$ cat src/rtl/arcade_input_conditioner.sv
// Per-player arcade control conditioner between the joystick/keyboard decode and the core's input
// registers: debounce, rotated-control remap, SOCD cleaning, per-button autofire and queued coin pulses.
module arcade_input_conditioner #(
    parameter int NPLAYERS    = 2,
    parameter int NBUTTONS    = 6,
    parameter int DEB_CYCLES  = 24000,
    parameter int COIN_CYCLES = 2400000,
    parameter int AF_FRAMES   = 2,
    parameter int ACTIVE_LOW  = 1
) (
    input  logic                             clk_sys,
    input  logic                             reset,
    input  logic [NPLAYERS*(4+NBUTTONS)-1:0] joy_in,
    input  logic [NPLAYERS-1:0]              coin_in,
    input  logic [NPLAYERS-1:0]              start_in,
    input  logic                             rotate,
    input  logic                             rot_ccw,
    input  logic [NBUTTONS-1:0]              af_en,
    input  logic                             vblank,
    output logic [NPLAYERS*(4+NBUTTONS)-1:0] joy_out,
    output logic [NPLAYERS-1:0]              coin_out,
    output logic [NPLAYERS-1:0]              start_out
);
    localparam int PW     = 4 + NBUTTONS;
    localparam int JW     = NPLAYERS * PW;
    localparam int NRAW   = JW + 2 * NPLAYERS;
    localparam int NAF    = NPLAYERS * NBUTTONS;
    localparam int PRE_W  = (DEB_CYCLES > 1) ? $clog2(DEB_CYCLES) : 1;
    localparam int COIN_W = (COIN_CYCLES > 1) ? $clog2(COIN_CYCLES) : 1;
    localparam int AF_W   = (AF_FRAMES > 1) ? $clog2(AF_FRAMES) : 1;
    localparam logic [PRE_W-1:0]  PRE_LAST  = PRE_W'(DEB_CYCLES - 1);
    localparam logic [COIN_W-1:0] COIN_LAST = COIN_W'(COIN_CYCLES - 1);
    localparam logic [AF_W-1:0]   AF_LAST   = AF_W'(AF_FRAMES - 1);
    localparam logic              POL       = (ACTIVE_LOW != 0);

    typedef enum logic [1:0] {
        COIN_IDLE = 2'd0,
        COIN_HIGH = 2'd1,
        COIN_GAP  = 2'd2
    } coin_state_e;

    logic [PRE_W-1:0]    pre_q, pre_d;
    logic                tick_s;
    logic [NRAW-1:0]     raw_s, agree_s, samp_q, samp_d, stab_q, stab_d;
    logic [JW-1:0]       joy_db_s;
    logic [NPLAYERS-1:0] coin_db_s, start_db_s;
    logic                vb_q, vb_d, vb_rise_s;
    logic [NAF-1:0]      btn_db_s, af_phase_q, af_phase_d;
    logic [AF_W-1:0]     af_cnt_q [NAF];
    logic [AF_W-1:0]     af_cnt_d [NAF];
    logic [JW-1:0]       joy_cond_s, joy_out_q, joy_out_d;
    logic [NPLAYERS-1:0] start_out_q, start_out_d, coin_out_s;

    assign raw_s      = {start_in, coin_in, joy_in};
    assign joy_db_s   = stab_q[JW-1:0];
    assign coin_db_s  = stab_q[JW +: NPLAYERS];
    assign start_db_s = stab_q[JW+NPLAYERS +: NPLAYERS];

    // Prescaler, two-sample debounce (a bit moves only when two ticks agree) and vblank edge detect
    always_comb begin
        tick_s    = (pre_q == PRE_LAST);
        agree_s   = ~(raw_s ^ samp_q);
        vb_d      = vblank;
        vb_rise_s = vblank & ~vb_q;
        if (tick_s) begin
            pre_d  = {PRE_W{1'b0}};
            samp_d = raw_s;
            stab_d = (raw_s & agree_s) | (stab_q & ~agree_s);
        end else begin
            pre_d  = pre_q + PRE_W'(1);
            samp_d = samp_q;
            stab_d = stab_q;
        end
    end

    // Autofire phase: starts asserted on press, flips every AF_FRAMES-th vblank edge while held
    always_comb begin
        af_phase_d = af_phase_q;
        af_cnt_d   = af_cnt_q;
        for (int i = 0; i < NAF; i++) begin
            if (!btn_db_s[i]) begin
                af_phase_d[i] = 1'b1;
                af_cnt_d[i]   = {AF_W{1'b0}};
            end else if (vb_rise_s) begin
                if (af_cnt_q[i] == AF_LAST) begin
                    af_phase_d[i] = ~af_phase_q[i];
                    af_cnt_d[i]   = {AF_W{1'b0}};
                end else begin
                    af_cnt_d[i] = af_cnt_q[i] + AF_W'(1);
                end
            end else begin
                af_cnt_d[i] = af_cnt_q[i];
            end
        end
    end

    // Output polarity applied before the output register
    always_comb begin
        joy_out_d   = joy_cond_s ^ {JW{POL}};
        start_out_d = start_db_s ^ {NPLAYERS{POL}};
    end

    // Shared conditioning state and registered joystick/start outputs
    always_ff @(posedge clk_sys) begin
        if (reset) begin
            pre_q       <= {PRE_W{1'b0}};
            samp_q      <= {NRAW{1'b0}};
            stab_q      <= {NRAW{1'b0}};
            vb_q        <= 1'b0;
            af_phase_q  <= {NAF{1'b1}};
            joy_out_q   <= {JW{POL}};
            start_out_q <= {NPLAYERS{POL}};
            for (int i = 0; i < NAF; i++) begin
                af_cnt_q[i] <= {AF_W{1'b0}};
            end
        end else begin
            pre_q       <= pre_d;
            samp_q      <= samp_d;
            stab_q      <= stab_d;
            vb_q        <= vb_d;
            af_phase_q  <= af_phase_d;
            joy_out_q   <= joy_out_d;
            start_out_q <= start_out_d;
            for (int i = 0; i < NAF; i++) begin
                af_cnt_q[i] <= af_cnt_d[i];
            end
        end
    end

    for (genvar p = 0; p < NPLAYERS; p++) begin : g_player
        logic [3:0]          dir_db_s, dir_rot_s, dir_clean_s;
        logic [NBUTTONS-1:0] btn_s;
        coin_state_e         state_q;
        logic [COIN_W-1:0]   cnt_q;
        logic [1:0]          queue_q;
        logic                prev_q, pulse_q;
        logic                rise_s, last_s, inc_s, dec_s;

        assign dir_db_s                         = joy_db_s[p*PW +: 4];
        assign btn_db_s[p*NBUTTONS +: NBUTTONS] = joy_db_s[p*PW+4 +: NBUTTONS];

        // Direction word is {up,down,left,right}; rotate, then cancel opposing pairs
        always_comb begin
            if (!rotate) begin
                dir_rot_s = dir_db_s;
            end else if (!rot_ccw) begin
                dir_rot_s = {dir_db_s[0], dir_db_s[1], dir_db_s[3], dir_db_s[2]};
            end else begin
                dir_rot_s = {dir_db_s[1], dir_db_s[0], dir_db_s[2], dir_db_s[3]};
            end
            if (dir_rot_s[3] & dir_rot_s[2]) begin
                dir_clean_s[3:2] = 2'b00;
            end else begin
                dir_clean_s[3:2] = dir_rot_s[3:2];
            end
            if (dir_rot_s[1] & dir_rot_s[0]) begin
                dir_clean_s[1:0] = 2'b00;
            end else begin
                dir_clean_s[1:0] = dir_rot_s[1:0];
            end
            btn_s = btn_db_s[p*NBUTTONS +: NBUTTONS] & (~af_en | af_phase_q[p*NBUTTONS +: NBUTTONS]);
        end

        assign joy_cond_s[p*PW +: PW] = {btn_s, dir_clean_s};
        assign rise_s                 = coin_db_s[p] & ~prev_q;
        assign last_s                 = (cnt_q == COIN_LAST);

        // A coin arriving while a pulse is owed is queued; a pending coin is consumed on each new pulse
        always_comb begin
            inc_s = rise_s & ((state_q != COIN_IDLE) | (queue_q != 2'd0));
            dec_s = (queue_q != 2'd0) & ((state_q == COIN_IDLE) | ((state_q == COIN_GAP) & last_s));
        end

        // Coin pulse FSM: fixed high time followed by a fixed low gap
        always_ff @(posedge clk_sys) begin
            if (reset) begin
                state_q <= COIN_IDLE;
                cnt_q   <= {COIN_W{1'b0}};
                queue_q <= 2'd0;
                prev_q  <= 1'b0;
                pulse_q <= POL;
            end else begin
                prev_q <= coin_db_s[p];
                if (inc_s && !dec_s && (queue_q != 2'd3)) begin
                    queue_q <= queue_q + 2'd1;
                end else if (dec_s && !inc_s) begin
                    queue_q <= queue_q - 2'd1;
                end else begin
                    queue_q <= queue_q;
                end
                case (state_q)
                    COIN_IDLE: begin
                        if (rise_s || (queue_q != 2'd0)) begin
                            state_q <= COIN_HIGH;
                            pulse_q <= ~POL;
                        end
                        cnt_q <= {COIN_W{1'b0}};
                    end
                    COIN_HIGH: begin
                        if (last_s) begin
                            state_q <= COIN_GAP;
                            pulse_q <= POL;
                            cnt_q   <= {COIN_W{1'b0}};
                        end else begin
                            cnt_q <= cnt_q + COIN_W'(1);
                        end
                    end
                    COIN_GAP: begin
                        if (last_s) begin
                            if (queue_q != 2'd0) begin
                                state_q <= COIN_HIGH;
                                pulse_q <= ~POL;
                            end else begin
                                state_q <= COIN_IDLE;
                            end
                            cnt_q <= {COIN_W{1'b0}};
                        end else begin
                            cnt_q <= cnt_q + COIN_W'(1);
                        end
                    end
                    default: begin
                        state_q <= COIN_IDLE;
                        pulse_q <= POL;
                        cnt_q   <= {COIN_W{1'b0}};
                    end
                endcase
            end
        end

        assign coin_out_s[p] = pulse_q;
    end

    assign joy_out   = joy_out_q;
    assign start_out = start_out_q;
    assign coin_out  = coin_out_s;

endmodule
$ cat config.mk
export PLATFORM = sky130hd
export DESIGN_NAME = arcade_input_conditioner
export DESIGN_NICKNAME = d
export VERILOG_FILES = /design/src/rtl/arcade_input_conditioner.sv
export SDC_FILE = /design/constraint.sdc
export NUM_CORES = 1
export LEC_CHECK = 0
export BUFFER_PORTS_ARGS = -buffer_cell sky130_fd_sc_hd__buf_4
export CORE_MARGIN = 1.5
export CORE_UTILIZATION = 35
export DETAILED_ROUTE_END_ITERATION = 8
export GPL_ROUTABILITY_DRIVEN = 0
export GPL_TIMING_DRIVEN = 0
export PLACE_DENSITY = 0.54
export SETUP_SLACK_MARGIN = 0.5
export SLEW_MARGIN = 20
export SYNTH_ARGS = -nofsm -noshare
export SYNTH_HDL_FRONTEND = slang
export SYNTH_SLANG_ARGS = --single-unit
$ cat constraint.sdc
create_clock -name clk_sys -period 2.9 [get_ports clk_sys]
set_input_delay 0.29 -clock clk_sys [delete_from_list [all_inputs] [get_ports clk_sys]]
set_output_delay 0.29 -clock clk_sys [all_outputs]
set_load 0.005 [all_outputs]
After elaboration in Yosys (flattened, before gate mapping)
Cells that the tools add are included.
{"block": "totals", "reg_bits": 166, "output_inout_bits": 24}
{"block": "classes", "add_sub_neg": 19, "eq_ne": 17, "n_mux": 44, "bitwise_logic": 59, "reduce_logical": 53}
{"op": "$and A24 B24 Y24", "n": 2}
{"op": "$not A24 Y24", "n": 2}
{"op": "$add A22 B1 Y22 const B", "n": 2}
{"op": "$eq A22 B22 Y1 const B", "n": 2}
{"op": "$reduce_or A2 Y1", "n": 15}
{"op": "$not A1 Y1", "n": 29}
{"op": "$mux W2", "n": 14}
{"op": "$or A24 B24 Y24", "n": 1}
{"op": "$reduce_and A2 Y1", "n": 12}
{"op": "$xor A24 B24 Y24", "n": 1}
{"op": "$mux W1", "n": 22}
{"op": "$not A20 Y20", "n": 1}
{"op": "$mux W4", "n": 4}
{"op": "$ne A2 B2 Y1 const B", "n": 8}
{"op": "$add A15 B1 Y15 const B", "n": 1}
{"op": "$eq A15 B15 Y1 const B", "n": 1}
{"op": "$and A1 B1 Y1", "n": 13}
{"op": "$add A1 B1 Y1 const B", "n": 12}
{"op": "$and A6 B6 Y6", "n": 2}
{"op": "$or A6 B6 Y6", "n": 2}
{"op": "$pmux W2 S3", "n": 2}
{"op": "$reduce_bool A2 Y1", "n": 6}
{"op": "$reduce_and A4 Y1", "n": 2}
{"op": "$logic_and A1 B1 Y1", "n": 6}
{"op": "other kinds (14)", "n": 30}

Depth between registers and ports, before layout
{"block": "logic_depth", "depth_word": 8, "depth_mapped": 8, "depth_no_buf": 6}

Least setup slack after synthesis
Ideal clock, no wire load.
{"block": "synth_path", "kind": "register -> register", "from": "register g_player[0].cnt_q[16]", "to": "register g_player[0].state_q[0]", "setup_time_ns": 0.121, "t_arrival_ns": 1.818, "setup_slack_ns": 0.961, "path_stages_with_launch": 6, "n_path_buf": 0, "period_less_slack_ns": 1.939, "cell_sequence": "dfxtp_1 -> or4_4 -> nor4_4 -> a21oi_2 -> a31oi_4 -> mux2_4"}
{"block": "synth_via", "elab_chain_cells": 3, "elab_cells_between_ends": 4, "cone_classes": "3 x eq/ne; 1 x reduce/logical"}
{"element": "from (decl)", "line_no": "134", "rtl": "logic [COIN_W-1:0] cnt_q;"}
{"element": "from (signal assigned)", "line_no": "178", "rtl": "cnt_q <= {COIN_W{1'b0}};"}
{"element": "from (signal assigned)", "line_no": "197", "rtl": "cnt_q <= {COIN_W{1'b0}};"}
{"element": "from (signal assigned)", "line_no": "203", "rtl": "cnt_q <= {COIN_W{1'b0}};"}
{"element": "$eq A22 B22 Y1 (*)", "line_no": "166", "rtl": "assign last_s = (cnt_q == COIN_LAST);"}
{"element": "$ne A2 B2 Y1 (no source line)"}
{"element": "$reduce_and A3 Y1 (no source line) (*)"}
{"element": "to (signal assigned)", "line_no": "177", "rtl": "state_q <= COIN_IDLE;"}
{"element": "to (signal assigned)", "line_no": "194", "rtl": "state_q <= COIN_HIGH;"}
{"element": "to (signal assigned)", "line_no": "201", "rtl": "state_q <= COIN_GAP;"}
{"element": "to (decl)", "line_no": "133", "rtl": "coin_state_e state_q;"}
Mark *: on every way between the ends. The rest lies on a longest branch, timed or not.
A chain may end at the register's enable or synchronous reset.

Worst setup path in the final report
{"block": "layout_path", "from": "register pre_q[0]", "to": "register samp_q[23]"}
{"block": "layout_via", "elab_chain_cells": 1}
{"element": "from (decl)", "line_no": "42", "rtl": "logic [PRE_W-1:0] pre_q, pre_d;"}
{"element": "from (signal assigned)", "line_no": "106", "rtl": "pre_q <= {PRE_W{1'b0}};"}
{"element": "from (signal assigned)", "line_no": "117", "rtl": "pre_q <= pre_d;"}
{"element": "$eq A15 B15 Y1", "line_no": "61", "rtl": "tick_s = (pre_q == PRE_LAST);"}
{"element": "to (signal assigned)", "line_no": "107", "rtl": "samp_q <= {NRAW{1'b0}};"}
{"element": "to (signal assigned)", "line_no": "118", "rtl": "samp_q <= samp_d;"}
{"element": "to (decl)", "line_no": "44", "rtl": "logic [NRAW-1:0] raw_s, agree_s, samp_q, samp_d, stab_q, stab_d;"}
No other way between the ends.

==> results.cfg <==
[pwr]
p_leak_nw = 3.00
ir_worst_vdd_mv = 0.408
p_per_area_nw_per_um2 = 582

[timing]
fin_setup_tns_ps = 0
skew_ps = 16.9
rsz0062_at_grt = no
clock.fmax_mhz = 457
setup_violations = 0
fin_ws_ps = 714
hold_viol_final = 0
tightest_slew_ps = 838
slew_violations = 0
slew-limit-headroom_pct = 43.7
period_needed_ps = 2190
min_period_over_period_pct = 75.4

[global_routing]
grt_pass1_vias = 5180
grt_max_degree = 20
grt_pass1_wl_um = 25000
grtUsageTotal_pct = 15.3
overflow = 0
antenna_found_initial = 0

[cts]
cts_num_sinks = 166
cts_buffer_depth = 2
clk_latency_ps = 440
cts_max_level = 4
tritoncts = built
cts-root-buf = clkbuf_16
numCtsBuffers = 17
cts_hold_buf = 0
clk_pin_slew_ps = 70
cts_setup_buffers = 0
ctsResizeCount = 0

[cells_and_area]
final_area_um2 = 8270
layout.cells.most_common = dfxtp_1
fin_nets = 918
regArea_um2 = 3320
postLayoutCoreUtil_pct = 42.6
layout_common_cells = dfxtp_1 (166), nand2_1 (84), nor2_1 (82)
drive_above_1_share_pct = 12.3
fill_cells = 1961
multi_input_comb_area_um2 = 3340
antenna_cells = 0
area_growth_pct = 19.7

[logic_synthesis]
yosysUniqueCellTypes = 46
yosys_warnings = 0
synthCells = 795
netlist_area_um2 = 6910
synthArstFlopShare_pct = 0
synthesis.nets = 842
avgSynthCellArea_um2 = 8.69
synth_edf_count = 0
synth-main-ff-cell = dfxtp_1
synth_area_leaders = dfxtp_1 (48%), xor2_1 (5.3%), a21oi_1 (5.1%), nand2_1 (4.6%), nor2_1 (4.5%)
yosysTopAreaCell = dfxtp_1
yosysSeqAreaShare_pct = 48.1
synth_top_area_share_pct = 48.1
synth-seq-cells = 166

[worst_setup_path]
crit_type = flip-flop to flip-flop
start_kind = flip-flop
critPathCaptureType = flip-flop
worstPathMaxFanout = 10
critical_path_required_ps = 3190
ff2ff_path_depth = 8
cp.arrival_ps = 2480

[detailed_routing]
route.detailed.drc = 0
avgViaCountPerCell = 4.78
dr.pass1.iters = 5
vias = 5489
ant_nets = 0
routed_wl_um = 14900
drtIter0Drc = 269
wl_per_cell_um = 13.0

[die]
die_h_um = 143
dieArea_um2 = 20600
ios = 59
core_um2 = 19400
start_util_pct = 35.6
rows = 51
die_w_um = 143

[flow_run]
drv_cap = 0

[placement]
dp_hpwl_um = 10400
place_area_um2 = 7670
port_buffers = 57
place_ws_ps = 732

[run_status]
status = finished, final reports clean

[min_path]
min_path_cells = 2
hold_path.class = input port to flip-flop
==> area by class of cell <==
type | instances | area share (%)
clock inverters | 15 | 2.15
well taps | 265 | 4.01
inverters | 20 | 0.908
clock buffers | 17 | 5.14
flip-flops and latches | 166 | 40.2
repair buffers | 57 | 5.17
plain buffers | 39 | 1.98
multi-input cells | 570 | 40.4
==> power breakdown <==
part	total, mW	internal (mW)	leakage (nW)	switching (mW)
Combinational	0.232	0.104	1.36	0.128
Sequential	2.31	2.30	1.34	0.0148
Clock	2.27	1.17	0.292	1.10
Total	4.81	3.57	3.00	1.24
==> cells by family after synthesis <==
| logic type | after synthesis | synth area share, % |
|---|---|---|
| multiplexers | 12 | 1.83 |
| buffers and inverters | 59 | 3.46 |
| flip-flops | 166 | 48.1 |
| AO/OA/AOI/OAI | 166 | 13.4 |
| XOR/XNOR | 67 | 8.50 |
| AND/OR/NAND/NOR | 313 | 22.5 |
| adder cells (fa/ha/maj) | 12 | 2.17 |
==> metrics by stage <==
step / total power, mW / std cells / hold slack [ps]
finish: 4.81 / 1149 / 85.7
global route: 4.99 / 1149 / 98.5
floorplan: 2.49 / 795 / 367
detailed placement: 2.60 / 1117 / 426
CTS: 4.88 / 1149 / 69.5
global placement: 2.60 / 1117 / 424
==> path summary, 6_finish.rpt <==
path / from / to / slack (ps)
hold reg to reg: flip-flop / start_out[1] / 430
setup reg to reg: pre_q[0] / samp_q[23] / 710
hold / removal: vblank / vb_q / 90
setup / recovery: pre_q[0] / samp_q[23] / 710
==> synthesized netlist by cell type (all sizes together), types with 2 or more instances <==
library cell	instances
buf	13
xnor2	25
clkbuf	26
a31oi	4
dfxtp	166
nand2	84
nor3	10
mux2i	10
and2	17
xor2	42
nor4	4
mux2	2
o22ai	24
o21ai	57
or3	4
a21boi	2
ha	12
a21oi	71
nor2b	20
nand4	10
nand3b	5
and3	19
inv	20
and4	8
nor4b	2
nor2	82
nand3	30
nand2b	15
==> critical path, cell delays in order, from the launching register on <==
cell      delay (ps)
dfxtp_1          380
ha_1             200
nand3_1          140
nor2_1           270
nand4_1          250
clkbuf_1         290
clkbuf_1         310
nand2_1          140
a21oi_1           70
==> metal layers <==
metal,GRT usage [%],wire length [µm],vias up
met5,0,0,-
met4,5.59,248,0
met3,3.60,656,20
met2,23.2,6480,92
met1,21.1,7520,2505
li1,-,-,2872
No activity file was read; power rests on OpenSTA's default activity.
